--- config.mk ---
export PLATFORM = sky130hd
export DESIGN_NAME = rose_stim_gen
export DESIGN_NICKNAME = d
export VERILOG_FILES = /design/src/rtl/rose_stim_gen.sv
export SDC_FILE = /design/constraint.sdc
export NUM_CORES = 1
export LEC_CHECK = 0
export ABC_CLOCK_PERIOD_IN_PS = 3580
export CAP_MARGIN = 20
export CORE_MARGIN = 2
export CORE_UTILIZATION = 25
export CTS_CLUSTER_SIZE = 10
export DETAILED_ROUTE_END_ITERATION = 7
export DONT_BUFFER_PORTS = 1
export GPL_TIMING_DRIVEN = 0
export PLACE_DENSITY = 0.44
export RECOVER_POWER = 25
export SYNTH_ARGS = -nofsm -noshare
export SYNTH_HDL_FRONTEND = slang
export SYNTH_SLANG_ARGS = --single-unit
--- constraint.sdc ---
create_clock -name clk -period 3.58 [get_ports clk]
set_clock_uncertainty 0.1 [all_clocks]
set_input_delay 0.716 -clock clk [delete_from_list [all_inputs] [get_ports clk]]
set_output_delay 0.716 -clock clk [all_outputs]
set_load 0.1 [all_outputs]
--- src/rtl/rose_stim_gen.sv ---
// Stimulus generator for an `a |-> $rose(b)` checker: plays FIFO-loaded vectors and emits the expected verdicts.
// Define ROSE_STIM_GEN_FELL_EN to model `a |-> $fell(b)` instead.
module rose_stim_gen #(
  parameter int DEPTH = 8,
  parameter int CNT_W = 16
) (
  input  logic             clk,
  input  logic             rst,
  input  logic             wr_vld,
  input  logic             wr_a,
  input  logic             wr_b,
  output logic             wr_rdy,
  input  logic             start,
  output logic             a_o,
  output logic             b_o,
  output logic             exp_vld,
  output logic             exp_pass,
  output logic             exp_vac,
  output logic             busy,
  output logic             done,
  output logic [CNT_W-1:0] pass_cnt,
  output logic [CNT_W-1:0] fail_cnt,
  output logic [CNT_W-1:0] vac_cnt
);

  localparam int AW = $clog2(DEPTH);
  localparam logic [AW:0] FULL_CNT = (AW+1)'(DEPTH);

`ifdef ROSE_STIM_GEN_FELL_EN
  localparam logic PREV_INIT = 1'b1;
`else
  localparam logic PREV_INIT = 1'b0;
`endif

  typedef enum logic [1:0] {IDLE, RUN, DONE} state_e;

  state_e            state_q;
  logic [1:0]        mem_q [DEPTH];
  logic [AW-1:0]     wr_ptr_q, rd_ptr_q;
  logic [AW:0]       count_q;
  logic              prev_b_q;
  logic              a_q, b_q, vld_q, pass_q, vac_q, busy_q, done_q;
  logic [CNT_W-1:0]  pass_cnt_q, fail_cnt_q, vac_cnt_q;

  logic wr_fire, start_ok, va, vb, pass_d, vac_d;

  assign wr_rdy   = (state_q == IDLE) && (count_q != FULL_CNT);
  assign wr_fire  = wr_vld && wr_rdy;
  assign start_ok = (state_q == IDLE) && start && ((count_q != '0) || wr_fire);

  assign {va, vb} = mem_q[rd_ptr_q];
  assign vac_d    = !va;
`ifdef ROSE_STIM_GEN_FELL_EN
  assign pass_d   = !va || (!vb && prev_b_q);
`else
  assign pass_d   = !va || (vb && !prev_b_q);
`endif

  always_ff @(posedge clk) begin
    if (wr_fire) mem_q[wr_ptr_q] <= {wr_a, wr_b};
  end

  // busy is held through the done cycle and drops one cycle after returning to IDLE
  always_ff @(posedge clk or posedge rst) begin
    if (rst) begin
      state_q    <= IDLE;
      wr_ptr_q   <= '0;
      rd_ptr_q   <= '0;
      count_q    <= '0;
      prev_b_q   <= PREV_INIT;
      a_q        <= 1'b0;
      b_q        <= 1'b0;
      vld_q      <= 1'b0;
      pass_q     <= 1'b0;
      vac_q      <= 1'b0;
      busy_q     <= 1'b0;
      done_q     <= 1'b0;
      pass_cnt_q <= '0;
      fail_cnt_q <= '0;
      vac_cnt_q  <= '0;
    end else begin
      done_q <= 1'b0;
      case (state_q)
        IDLE: begin
          busy_q <= start_ok;
          if (wr_fire) begin
            wr_ptr_q <= wr_ptr_q + AW'(1);
            count_q  <= count_q + (AW+1)'(1);
          end
          if (start_ok) begin
            state_q    <= RUN;
            prev_b_q   <= PREV_INIT;
            pass_cnt_q <= '0;
            fail_cnt_q <= '0;
            vac_cnt_q  <= '0;
          end
        end
        RUN: begin
          rd_ptr_q <= rd_ptr_q + AW'(1);
          count_q  <= count_q - (AW+1)'(1);
          a_q      <= va;
          b_q      <= vb;
          vld_q    <= 1'b1;
          pass_q   <= pass_d;
          vac_q    <= vac_d;
          prev_b_q <= vb;
          if (vac_d) begin
            if (!(&vac_cnt_q)) vac_cnt_q <= vac_cnt_q + CNT_W'(1);
          end else if (pass_d) begin
            if (!(&pass_cnt_q)) pass_cnt_q <= pass_cnt_q + CNT_W'(1);
          end else begin
            if (!(&fail_cnt_q)) fail_cnt_q <= fail_cnt_q + CNT_W'(1);
          end
          if (count_q == (AW+1)'(1)) state_q <= DONE;
        end
        DONE: begin
          a_q     <= 1'b0;
          b_q     <= 1'b0;
          vld_q   <= 1'b0;
          done_q  <= 1'b1;
          state_q <= IDLE;
        end
        default: state_q <= IDLE;
      endcase
    end
  end

  assign a_o      = a_q;
  assign b_o      = b_q;
  assign exp_vld  = vld_q;
  assign exp_pass = pass_q;
  assign exp_vac  = vac_q;
  assign busy     = busy_q;
  assign done     = done_q;
  assign pass_cnt = pass_cnt_q;
  assign fail_cnt = fail_cnt_q;
  assign vac_cnt  = vac_cnt_q;

endmodule

After elaboration in Yosys (flattened, before gate mapping)
Memories as Yosys holds them, arrays and structs flattened.
Index checks and enable logic that the tools add are counted.
{ "totals": {"ram_bits": 16, "regBits": 68, "out_inout_bits": 56, "n_memories": 1, "word_cells": 85, "inputBits": 6} }
{ "mem_list": {"columns": ["memory", "depth", "word_bits", "rd", "rd_clocked_by_memory_dff", "write_ports", "line", "text"], "rows": [
  ["mem_q", 8, 2, 1, 0, 1, "38", "logic [1:0] mem_q [DEPTH];"]
]} }
{ "classes": {"eq_ne": 14, "reduce_logical": 23, "add_sub_neg": 7, "mux": 25} }
{ "ops": {"columns": ["cell", "count"], "rows": [
  ["$mux 16", 9],
  ["$pmux 16 s2", 3],
  ["$add 16x1->16 const B", 3],
  ["$reduce_and 16->1", 3],
  ["$ne 2x2->1 const B", 10],
  ["$reduce_and 5->1", 2],
  ["$pmux 1 s2", 4],
  ["$pmux 4 s2", 1],
  ["$reduce_and 2->1", 4],
  ["$add 3x1->3 const B", 2],
  ["$logic_and 1x1->1", 5],
  ["$add 4x1->4 const B", 1],
  ["$eq 4x1->1 const B", 1],
  ["$mux 1", 4],
  ["$mux 2", 2],
  ["$mux 4", 1],
  ["$ne 4x4->1 const B", 1],
  ["$pmux 2 s2", 1],
  ["$reduce_and 4->1", 1],
  ["$reduce_bool 2->1", 2],
  ["$reduce_bool 4->1", 1],
  ["$sub 4x1->4 const B", 1],
  ["$eq 2x1->1 const B", 1],
  ["$eq 2x2->1 const B", 1],
  ["other kinds (3)", 5]
]} }

Longest topological paths before layout
Gate-level depths: netlist of the first run.
{ "depth": {"depth_word": 7, "mapped_depth": 11, "ltp_nobuf": 8} }

Least setup slack after synthesis of the first run
OpenSTA, ideal clock, no wires.
{ "synth_path": {"path_kind": "register -> register", "from": "register vac_cnt_q[0] (netlist: vac_cnt[0])", "to": "register vac_cnt_q[12] (netlist: vac_cnt[12])", "n_path_buf": 2, "path_stages_with_launch": 9, "setup_time_ns": 0.144, "arrival_ns": 2.700, "period_less_slack_ns": 2.944, "slack_ns": 0.636, "required_time_ns": 3.336, "cell_sequence": "dfrtp_1 ha_1 and3_1 nand2_1 o41ai_1 a21o_1 buf_2 clkbuf_1 o221ai_1"} }
{ "synth_via": {"elab_chain_len": 4, "word_cells_on_any_way": 7, "classes_between": "1 x add/sub; 1 x eq/ne; 3 x mux; 2 x reduce/logical"} }
{ "synth_lines": {"columns": ["item", "line", "text"], "rows": [
  ["start: declaration", "43", "logic [CNT_W-1:0] pass_cnt_q, fail_cnt_q, vac_cnt_q;"],
  ["start signal: assignment", "108", "if (!(&vac_cnt_q)) vac_cnt_q <= vac_cnt_q + CNT_W'(1);"],
  ["$add 16x1->16", "108", null],
  ["$mux 16", "108", null],
  ["$mux 16", "107", "if (vac_d) begin"],
  ["$pmux 16 s2", "83", "case (state_q)"]
]} }
Several ways; a longest one is shown, not always the timed one. The select of a mux whose other input is x is not followed.
A chain may end at the register's enable or synchronous reset.

Worst setup path after layout of the first run
{ "layout_path": {"from": "register vac_cnt_q[2] (netlist: vac_cnt[2])", "to": "register vac_cnt_q[3] (netlist: vac_cnt[3])"} }
The elaborated chain is that of the path after synthesis.

==> impl_metrics.tcl, run 1 <==
set metrics [dict create \
    synth_top_area_cell "dfrtp_1" \
    synth_edf_count 16 \
    synthSimpleGateAreaFrac 0.245 \
    cts_hold_buf 0 \
    nNetsFinal 485 \
    wl_met3_um 902 \
    grt_overflow_total 0 \
    synth-seq-cells 84 \
    synthAdderAreaFrac 0.0339 \
    routed.top_layer "met4" \
    status "complete, no violations" \
    whs_ns 0.363 \
    place_hpwl_um 8500 \
    fmax_mhz 301 \
    worstSetupPathType "reg -> reg" \
    grt_usage 0.138 \
    slew_viol_final 0 \
    ioPinCount 62 \
    cts_resized 0 \
    ant_nets 0 \
    areaGrowthSynthToFinish_pct 13.7 \
    finalSetupTns_ns 0 \
    htreeDepth 3 \
    drtIter0Drc 201 \
    final_cells 697 \
    finalCriticalPeriod_ns 3.32 \
    synthCells 455 \
    rsz0062_at_grt "no" \
    async_flop_share 0.810 \
    ys_seq_area_frac 0.492 \
    drc 0 \
    synth_compound_area_frac 0.116 \
    wirelength_um 12000 \
    die_x_um 137 \
    maxCapViolCount 0 \
    critical_path_arrival_ns 3.42 \
    m1WireLength_um 5240 \
    syn_area_per_cell_um2 9.74 \
    synth_top_family_by_area "simple AND/OR/NAND/NOR gates" \
    clkLatencyLatePin_ns 0.35 \
    layout-drive-gt1-share 0.0784 \
    hp-class "in -> reg" \
    clock_sinks 84 \
    netlist_area_um2 4430 \
    grt_pass1_vias 3602 \
    io_buffers 0 \
    required_ns 3.68 \
    setup_violations 0 \
    antenna_found_initial 0 \
    vias 3519 \
    synthMuxAreaShare 0.0457 \
    cp-start-kind "flop" \
    die_h_um 137 \
    dp.cells 681 \
    netlist_top_cells_area "dfrtp_1 38%, edfxtp_1 11%, nand2_1 5.8%, nand3_1 4.0%, ha_1 3.4%" \
    cts_root_buffer "clkbuf_16" \
    yosys_warnings 0 \
    grt_pass1_wl_um 19900 \
    cts-buffers-inserted 9 \
    dr.pass1.iters 4 \
    grt_max_degree 43 \
    core_area_um2 17300 \
    start_util 0.256 \
    fin_crit_sh 0.927 \
    clkTransAtPathRegs_ns 0.06 \
    max_slew_margin 0.166 \
    rows 48 \
    place_congestion 0.784 \
    yosysTopAreaCellShare 0.384 \
    synth_cell_types 53 \
    syn_nets 473 \
    wl_met2_um 5640 \
    cp-end-kind "flop" \
    antenna_cells 0 \
    cts_tree "built" \
    final_core_util 0.291 \
    ys.flop_type "dfrtp_1" \
    die_area_um2 18800 \
    clockBufferDepth 2 \
    post-cts-setup-buffers 0 \
    critPathMaxFanout 10 \
    synth_xor_area_frac 0.0336 \
    vias_per_cell 5.05 \
    hold_viol_final 0 \
    worst_slew_pin_slew_ns 1.24 \
    wl_per_cell_um 17.2 \
]
-- synthesized netlist by cell type (2+ instances only) --
library cell	number
and2_1	6
or3_1	2
edfxtp_1	16
and3_1	13
nand4_1	10
nand3_1	35
o221ai_1	8
a31oi_1	10
mux2_2	2
nand2b_1	3
nand3b_1	3
o31ai_1	5
a21o_1	2
ha_1	12
nand2_1	69
xnor2_1	14
o22ai_1	2
o41ai_1	2
a21oi_1	9
mux4_2	2
clkbuf_1	15
nor4_1	7
inv_1	14
xor2_1	3
o21a_1	3
o211ai_1	13
mux2i_1	12
buf_2	3
or4_1	15
and4_1	2
nor3b_1	2
dfrtp_1	68
nor2_1	28
o21ai_0	14
nor3_1	13
-- placed cells by master (no fill, tap or decap), drive strengths merged, types with 7 or more instances in the layout --
cell type  instances
a21oi              9
a31oi             11
and2               7
and3              13
clkbuf            27
dfrtp             68
edfxtp            16
ha                12
inv               13
mux2i             12
nand2             69
nand3             35
nand4             10
nor2              28
nor3              13
nor4               7
o211ai            13
o21ai             14
o221ai             8
or4               15
xnor2             14
-- path summary, 6_finish.rpt --
check	depth (start not counted)	end	from	slack, ns
worst min register to register	1	count_q[3]	count_q[3]	0.43
min in group asynchronous	1	rd_ptr_q[0]	rst	0.40
max in group asynchronous	2	pass_cnt[1]	rst	1.32
worst max-delay path	7	vac_cnt[3]	vac_cnt[2]	0.26
worst max register to register	7	vac_cnt[3]	vac_cnt[2]	0.26
worst min-delay path	0	mem_q[7][1]	wr_a	0.36
-- state kept, by name, summed over array words and instances (netlist names), 2 cells and up --
signal    cells
fail_cnt     16
mem_q        16
pass_cnt     16
vac_cnt      16
count_q       4
rd_ptr_q      3
wr_ptr_q      3
state_q       2
-- area by class of cell --
cell class	count	area (um^2)
Buffer	21	93.8
Clock buffer	11	233
Clock inverter	5	76.3
Fill cell	1859	12300
Inverter	14	53.8
Multi-Input combinational cell	336	2100
Sequential cell	84	2190
Tap cell	225	282
Timing Repair Buffer	1	5.00
-- cell families after synthesis --
family / Yosys count
and+or+nand+nor: 215
DFF: 84
AOI/OAI and AO/OA: 75
buffers and inverters: 35
xor gates and xnor gates: 17
muxes: 17
adders and majority gates: 12
-- per-stage QoR --
stage | setup WS, ns | instance area, um^2
6_report | 0.263 | 5040
5_1_grt | 0.00853 | 5040
4_1_cts | 0.0756 | 5050
3_5_place_dp | 0.0915 | 4740
3_3_place_gp | 0.0317 | 4710
2_1_floorplan | 0.636 | 4430
-- routing by layer --
metal,global-route usage,up-vias
met3,0.0530,17
met1,0.172,1720
met5,0,-
li1,-,1701
met4,0.0470,0
met2,0.221,81
-- critical path, stage by stage (launching register included) --
cell and delay [ns]:
dfrtp_1 1.01, and3_1 0.41, nand2_1 0.13, o41ai_1 0.56, a21o_1 0.19, buf_2 0.20
clkbuf_1 0.38, o221ai_1 0.18
Power of run 1 is not shown: default switching activity piles up to over one toggle a cycle in this logic, so the estimate is an artifact.
==> run 2: changes to the inputs <==
Settings changed: ABC_AREA set to 1.
==> impl_metrics.tcl, run 2 <==
set metrics [dict create \
    required_ns 3.75 \
    rr_worst_depth 12 \
    rows 51 \
    cts_resized 0 \
    io_buffers 0 \
    grt_overflow_total 0 \
    async_flop_share 0.810 \
    syn_area_per_cell_um2 7.75 \
    final_cell_mix "202 x nand2_1, 75 x nor2_1, 69 x nand3_1" \
    clkTransAtPathRegs_ns 0.06 \
    ys_seq_area_frac 0.445 \
    violations "max-capacitance violations, max-slew violations" \
    hold_viol_final 0 \
    vias_per_cell 4.42 \
    final_cell_area_um2 5540 \
    maxCapViolCount 1 \
    cts_root_buffer "clkbuf_16" \
    ant_nets 0 \
    setup_violations 0 \
    cpPeakStageDelay_ns 1.04 \
    cts_tree "built" \
    htreeDepth 3 \
    finalCriticalPeriod_ns 2.99 \
    clockBufferDepth 2 \
    cts-buffers-inserted 9 \
    cp-end-kind "flop" \
    yosys_warnings 0 \
    place_hpwl_um 9260 \
    n_fill_cell 2076 \
    cts_hold_buf 0 \
    antenna_cells 0 \
    clock_sinks 84 \
    yosysMostFrequentCell "nand2_1" \
    fin_crit_sh 0.835 \
    die_area_um2 20700 \
    yosysTopAreaCellShare 0.347 \
    cp_cell_sequence "ha_1 -> nand3_2 -> nor2_4 -> nand3_2 -> nor2_2 -> nand3b_1 -> nand2_2 -> nand2_4 -> nand2_8 -> buf_8 -> nand2_1 -> nand2_1" \
    layout-drive-gt1-share 0.0909 \
    place_congestion 0.896 \
    clkLatencyLatePin_ns 0.34 \
    start_util 0.253 \
    hp-class "in -> async" \
    dpl-instance-area_um2 5290 \
    layout_commonest_cell "nand2_1" \
    status "finished, violations left" \
    dp.cells 899 \
    slew_viol_final 60 \
    rsz0062_at_grt "no" \
    crit_buf_inv 1 \
    ioPinCount 62 \
    wirelength_um 12600 \
    final_cells 914 \
    worstSetupPathType "reg -> reg" \
    critical_path_arrival_ns 3.16 \
    synth-seq-cells 84 \
    netlist_top_cells_area "dfrtp_1 35%, nand2_1 15%, edfxtp_1 9.8%, nand3_1 7.0%, nor2_1 5.7%" \
    power_density_nw_per_um2 790 \
    ir_worst_vdd_mv 0.286 \
    cpMaxStageDelayCell "dfrtp_1" \
    grt_pass1_wl_um 20300 \
    final_core_util 0.286 \
    wl_per_cell_um 13.8 \
    dr.pass1.iters 4 \
    critPathMaxFanout 10 \
    syn_nets 650 \
    p_leak_nw 2.45 \
    drc 0 \
    areaGrowthSynthToFinish_pct 13.1 \
    synth_top_area_cell "dfrtp_1" \
    synth_cell_types 37 \
    grt_pass1_vias 3960 \
    ys.flop_type "dfrtp_1" \
    grt_max_degree 60 \
    fmax_mhz 335 \
    nNetsFinal 663 \
    vias 4037 \
    synth_edf_count 16 \
    netlist_area_um2 4900 \
    core_area_um2 19300 \
    max_slew_margin -0.0440 \
    antenna_found_initial 0 \
    finalSetupTns_ns 0 \
    synthCells 632 \
    layout_setup_ws_ns 0.591 \
    path_depth 12 \
    cp-start-kind "flop" \
    grt_usage 0.126 \
    dp_worst_setup_slack_ns 0.585 \
    worst_slew_pin_slew_ns 1.57 \
    crit_family "simple AND/OR/NAND/NOR gates" \
    yosys-top-cells-count "202 x nand2_1, 75 x nor2_1, 69 x nand3_1" \
    die_x_um 144 \
    drtIter0Drc 242 \
    post-cts-setup-buffers 0 \
    die_h_um 144 \
]
[run 2: cell count changes in the layout (fill, tap and decap cells not counted), sizes merged, moves of 13 or more]
cell,before,now
inv,13,52
nand3,35,72
or4,15,0
nand2,69,211
nor2,28,79
xor2,3,25
clkbuf,27,14
and3,13,0
[run 2: layer usage]
layer / global-route usage / wire, um
met1: 0.159 / 5750
met2: 0.202 / 5770
met3: 0.0424 / 848
met4: 0.0444 / 204
met5: 0 / 0
[run 2: worst paths after layout]
| check | startpoint | slack, ns | endpoint |
|---|---|---|---|
| setup reg to reg | pass_cnt[0] | 0.59 | pass_cnt[13] |
| min in group clk | wr_b | 0.36 | mem_q[2][0] |
| max in group asynchronous | rst | 1.43 | pass_cnt[14] |
| hold / removal | rst | 0.13 | vac_cnt[9] |
| setup / recovery | pass_cnt[0] | 0.59 | pass_cnt[13] |
| hold reg to reg | wr_ptr_q[0] | 0.43 | wr_ptr_q[0] |
[run 2: power breakdown]
part           internal (W)  switching (W)
Clock              0.000466       0.000406
Combinational      0.000550        0.00122
Sequential          0.00112       0.000610
[run 2: stage by stage]
stage	power, W	hold slack (ns)
final	0.00437	0.133
after global routing	0.00470	0.151
after CTS	0.00446	0.0340
after detailed placement	0.00356	0.406
after global placement	0.00349	0.420
after floorplan	0.00303	0.392
[run 2: logic make-up after synthesis]
| logic type | count (synthesis) | synth area share |
|---|---|---|
| buf+inv | 69 | 0.0616 |
| compound gates | 29 | 0.0314 |
| flops | 84 | 0.445 |
| fa+ha+maj | 12 | 0.0307 |
| xor+xnor | 33 | 0.0590 |
| simple gates | 405 | 0.372 |
[run 2: worst reg2reg max path, delay by kind of cell (launching register included)]
| kind | cells | cell delay (ns) |
|---|---|---|
| fa+ha+maj | 1 | 0.37 |
| buf+inv | 1 | 0.13 |
| flops | 1 | 1.04 |
| simple gates | 10 | 1.28 |
[run 2: final cells by class]
| type | count | area [um^2] | area share |
|---|---|---|---|
| Clock inverter | 6 | 42.5 | 0.00768 |
| Timing Repair Buffer | 2 | 32.5 | 0.00587 |
| Clock buffer | 9 | 225 | 0.0407 |
| Multi-Input combinational cell | 479 | 2420 | 0.437 |
| Buffer | 16 | 103 | 0.0185 |
| Tap cell | 265 | 332 | 0.0599 |
| Inverter | 53 | 200 | 0.0362 |
| Sequential cell | 84 | 2180 | 0.394 |
Note: power is estimated with default switching activity, not from simulation.
==> run 3: changes to the inputs <==
Settings changed: ABC_CLOCK_PERIOD_IN_PS 3580 to 3110.
Clock period 3.58 ns to 3.11 ns, I/O delays scaled along.
==> impl_metrics.tcl, run 3 (synthesis results as in run 2) <==
set metrics [dict create \
    grt_max_degree 60 \
    dr.pass1.iters 4 \
    drtIter0Drc 245 \
    final_cell_mix "202 x nand2_1, 75 x nor2_1, 69 x nand3_1" \
    grt_overflow_total 0 \
    grt_pass1_wl_um 20400 \
    n_fill_cell 2069 \
    wl_per_cell_um 13.7 \
    vias 4054 \
    io_buffers 0 \
    die_area_um2 20700 \
    crit_top_cell "nand2_1" \
    cts_tree "built" \
    nNetsFinal 664 \
    setup_violations 0 \
    cts_root_buffer "clkbuf_16" \
    whs_ns 0.268 \
    ff2ff_setup_slack_ns 0.29 \
    antenna_found_initial 0 \
    path_depth 12 \
    post-cts-setup-buffers 0 \
    maxCapViolCount 0 \
    grt_usage 0.126 \
    dpl-instance-area_um2 5290 \
    worst_slew_pin_slew_ns 1.12 \
    power_density_nw_per_um2 904 \
    areaGrowthSynthToFinish_pct 13.8 \
    clkTransAtPathRegs_ns 0.07 \
    place_congestion 0.896 \
    place_hpwl_um 9260 \
    multiInputGateArea_um2 2420 \
    clockBufferDepth 2 \
    drc 0 \
    grt_pass1_vias 3967 \
    cpPeakStageDelay_ns 1.00 \
    clock_sinks 84 \
    crit_buf_inv 1 \
    worstSetupPathType "reg -> reg" \
    ir_worst_vdd_mv 0.330 \
    slew_viol_final 0 \
    die_h_um 144 \
    max_slew_margin 0.256 \
    wirelength_um 12600 \
    cpMaxStageDelayCell "dfrtp_1" \
    status "complete, no violations" \
    core_area_um2 19300 \
    rows 51 \
    fmax_mhz 355 \
    rr_worst_depth 12 \
    cp_cell_sequence "ha_1 -> nand2_1 -> nor2_1 -> nand3_1 -> nor2_1 -> nand2_1 -> nand2_2 -> nor2_8 -> nand2_4 -> buf_6 -> nand2_1 -> nand2_1" \
    hp-class "in -> reg" \
    fin_crit_sh 0.905 \
    cp-start-kind "flop" \
    required_ns 3.29 \
    layout_commonest_cell "nand2_1" \
    finalCriticalPeriod_ns 2.82 \
    rsz0062_at_grt "no" \
    cp-end-kind "flop" \
    hold_viol_final 0 \
    vias_per_cell 4.43 \
    antenna_cells 0 \
    final_cell_area_um2 5580 \
    critical_path_arrival_ns 3.00 \
    crit_family "simple AND/OR/NAND/NOR gates" \
    regArea_um2 2190 \
    critPathMaxFanout 10 \
    layout-drive-gt1-share 0.0969 \
    ant_nets 0 \
    cts-buffers-inserted 9 \
    start_util 0.253 \
    htreeDepth 3 \
    p_leak_nw 2.46 \
    clkLatencyLatePin_ns 0.35 \
    ioPinCount 62 \
    hold_path_depth 0 \
    die_x_um 144 \
]
[run 3: final cells by class]
cell class | instances | share of cell area
Timing Repair Buffer | 3 | 0.0117
Multi-Input combinational cell | 479 | 0.434
Tap cell | 265 | 0.0595
Clock inverter | 6 | 0.00763
Buffer | 16 | 0.0184
Sequential cell | 84 | 0.392
Clock buffer | 9 | 0.0404
Inverter | 53 | 0.0359
[run 3: final timing paths]
path | startpoint | to
max | fail_cnt[0] | fail_cnt[5]
min reg2reg | wr_ptr_q[0] | wr_ptr_q[0]
max in group asynchronous | rst | pass_cnt[0]
min in group asynchronous | rst | vac_cnt[14]
max reg2reg | fail_cnt[0] | fail_cnt[5]
min | wr_b | mem_q[2][0]
[run 3: power breakdown]
part	switching, W	internal [W]
Combinational	0.00140	0.000637
Clock	0.000466	0.000537
Sequential	0.000703	0.00130
Total	0.00257	0.00247
[run 3: timing repair]
action                                 CTS  global route
endpoints found under the hold margin    9             0
hold buffers                             1             0
gates resized for setup                  0             4
setup endpoints to repair                0            26
[run 3: through the flow]
stage	power (W)	util	setup slack, ns	TNS (ns)	std cells
5_1_grt	0.00542	0.288	0.0854	0	915
4_1_cts	0.00513	0.288	0.103	0	915
3_5_place_dp	0.00410	0.274	0.115	0	899
6_report	0.00504	0.288	0.294	0	915
2_1_floorplan	0.00349	-	0.0609	0	632
3_3_place_gp	0.00402	0.270	-0.293	-19.86	897
[run 3: per-layer routing]
metal	vias to the layer above	global-route usage	part of all wire
met4	0	0.0444	0.015
met3	11	0.0424	0.065
met5	-	0	0
met1	1914	0.159	0.46
li1	2053	-	-
met2	76	0.202	0.46
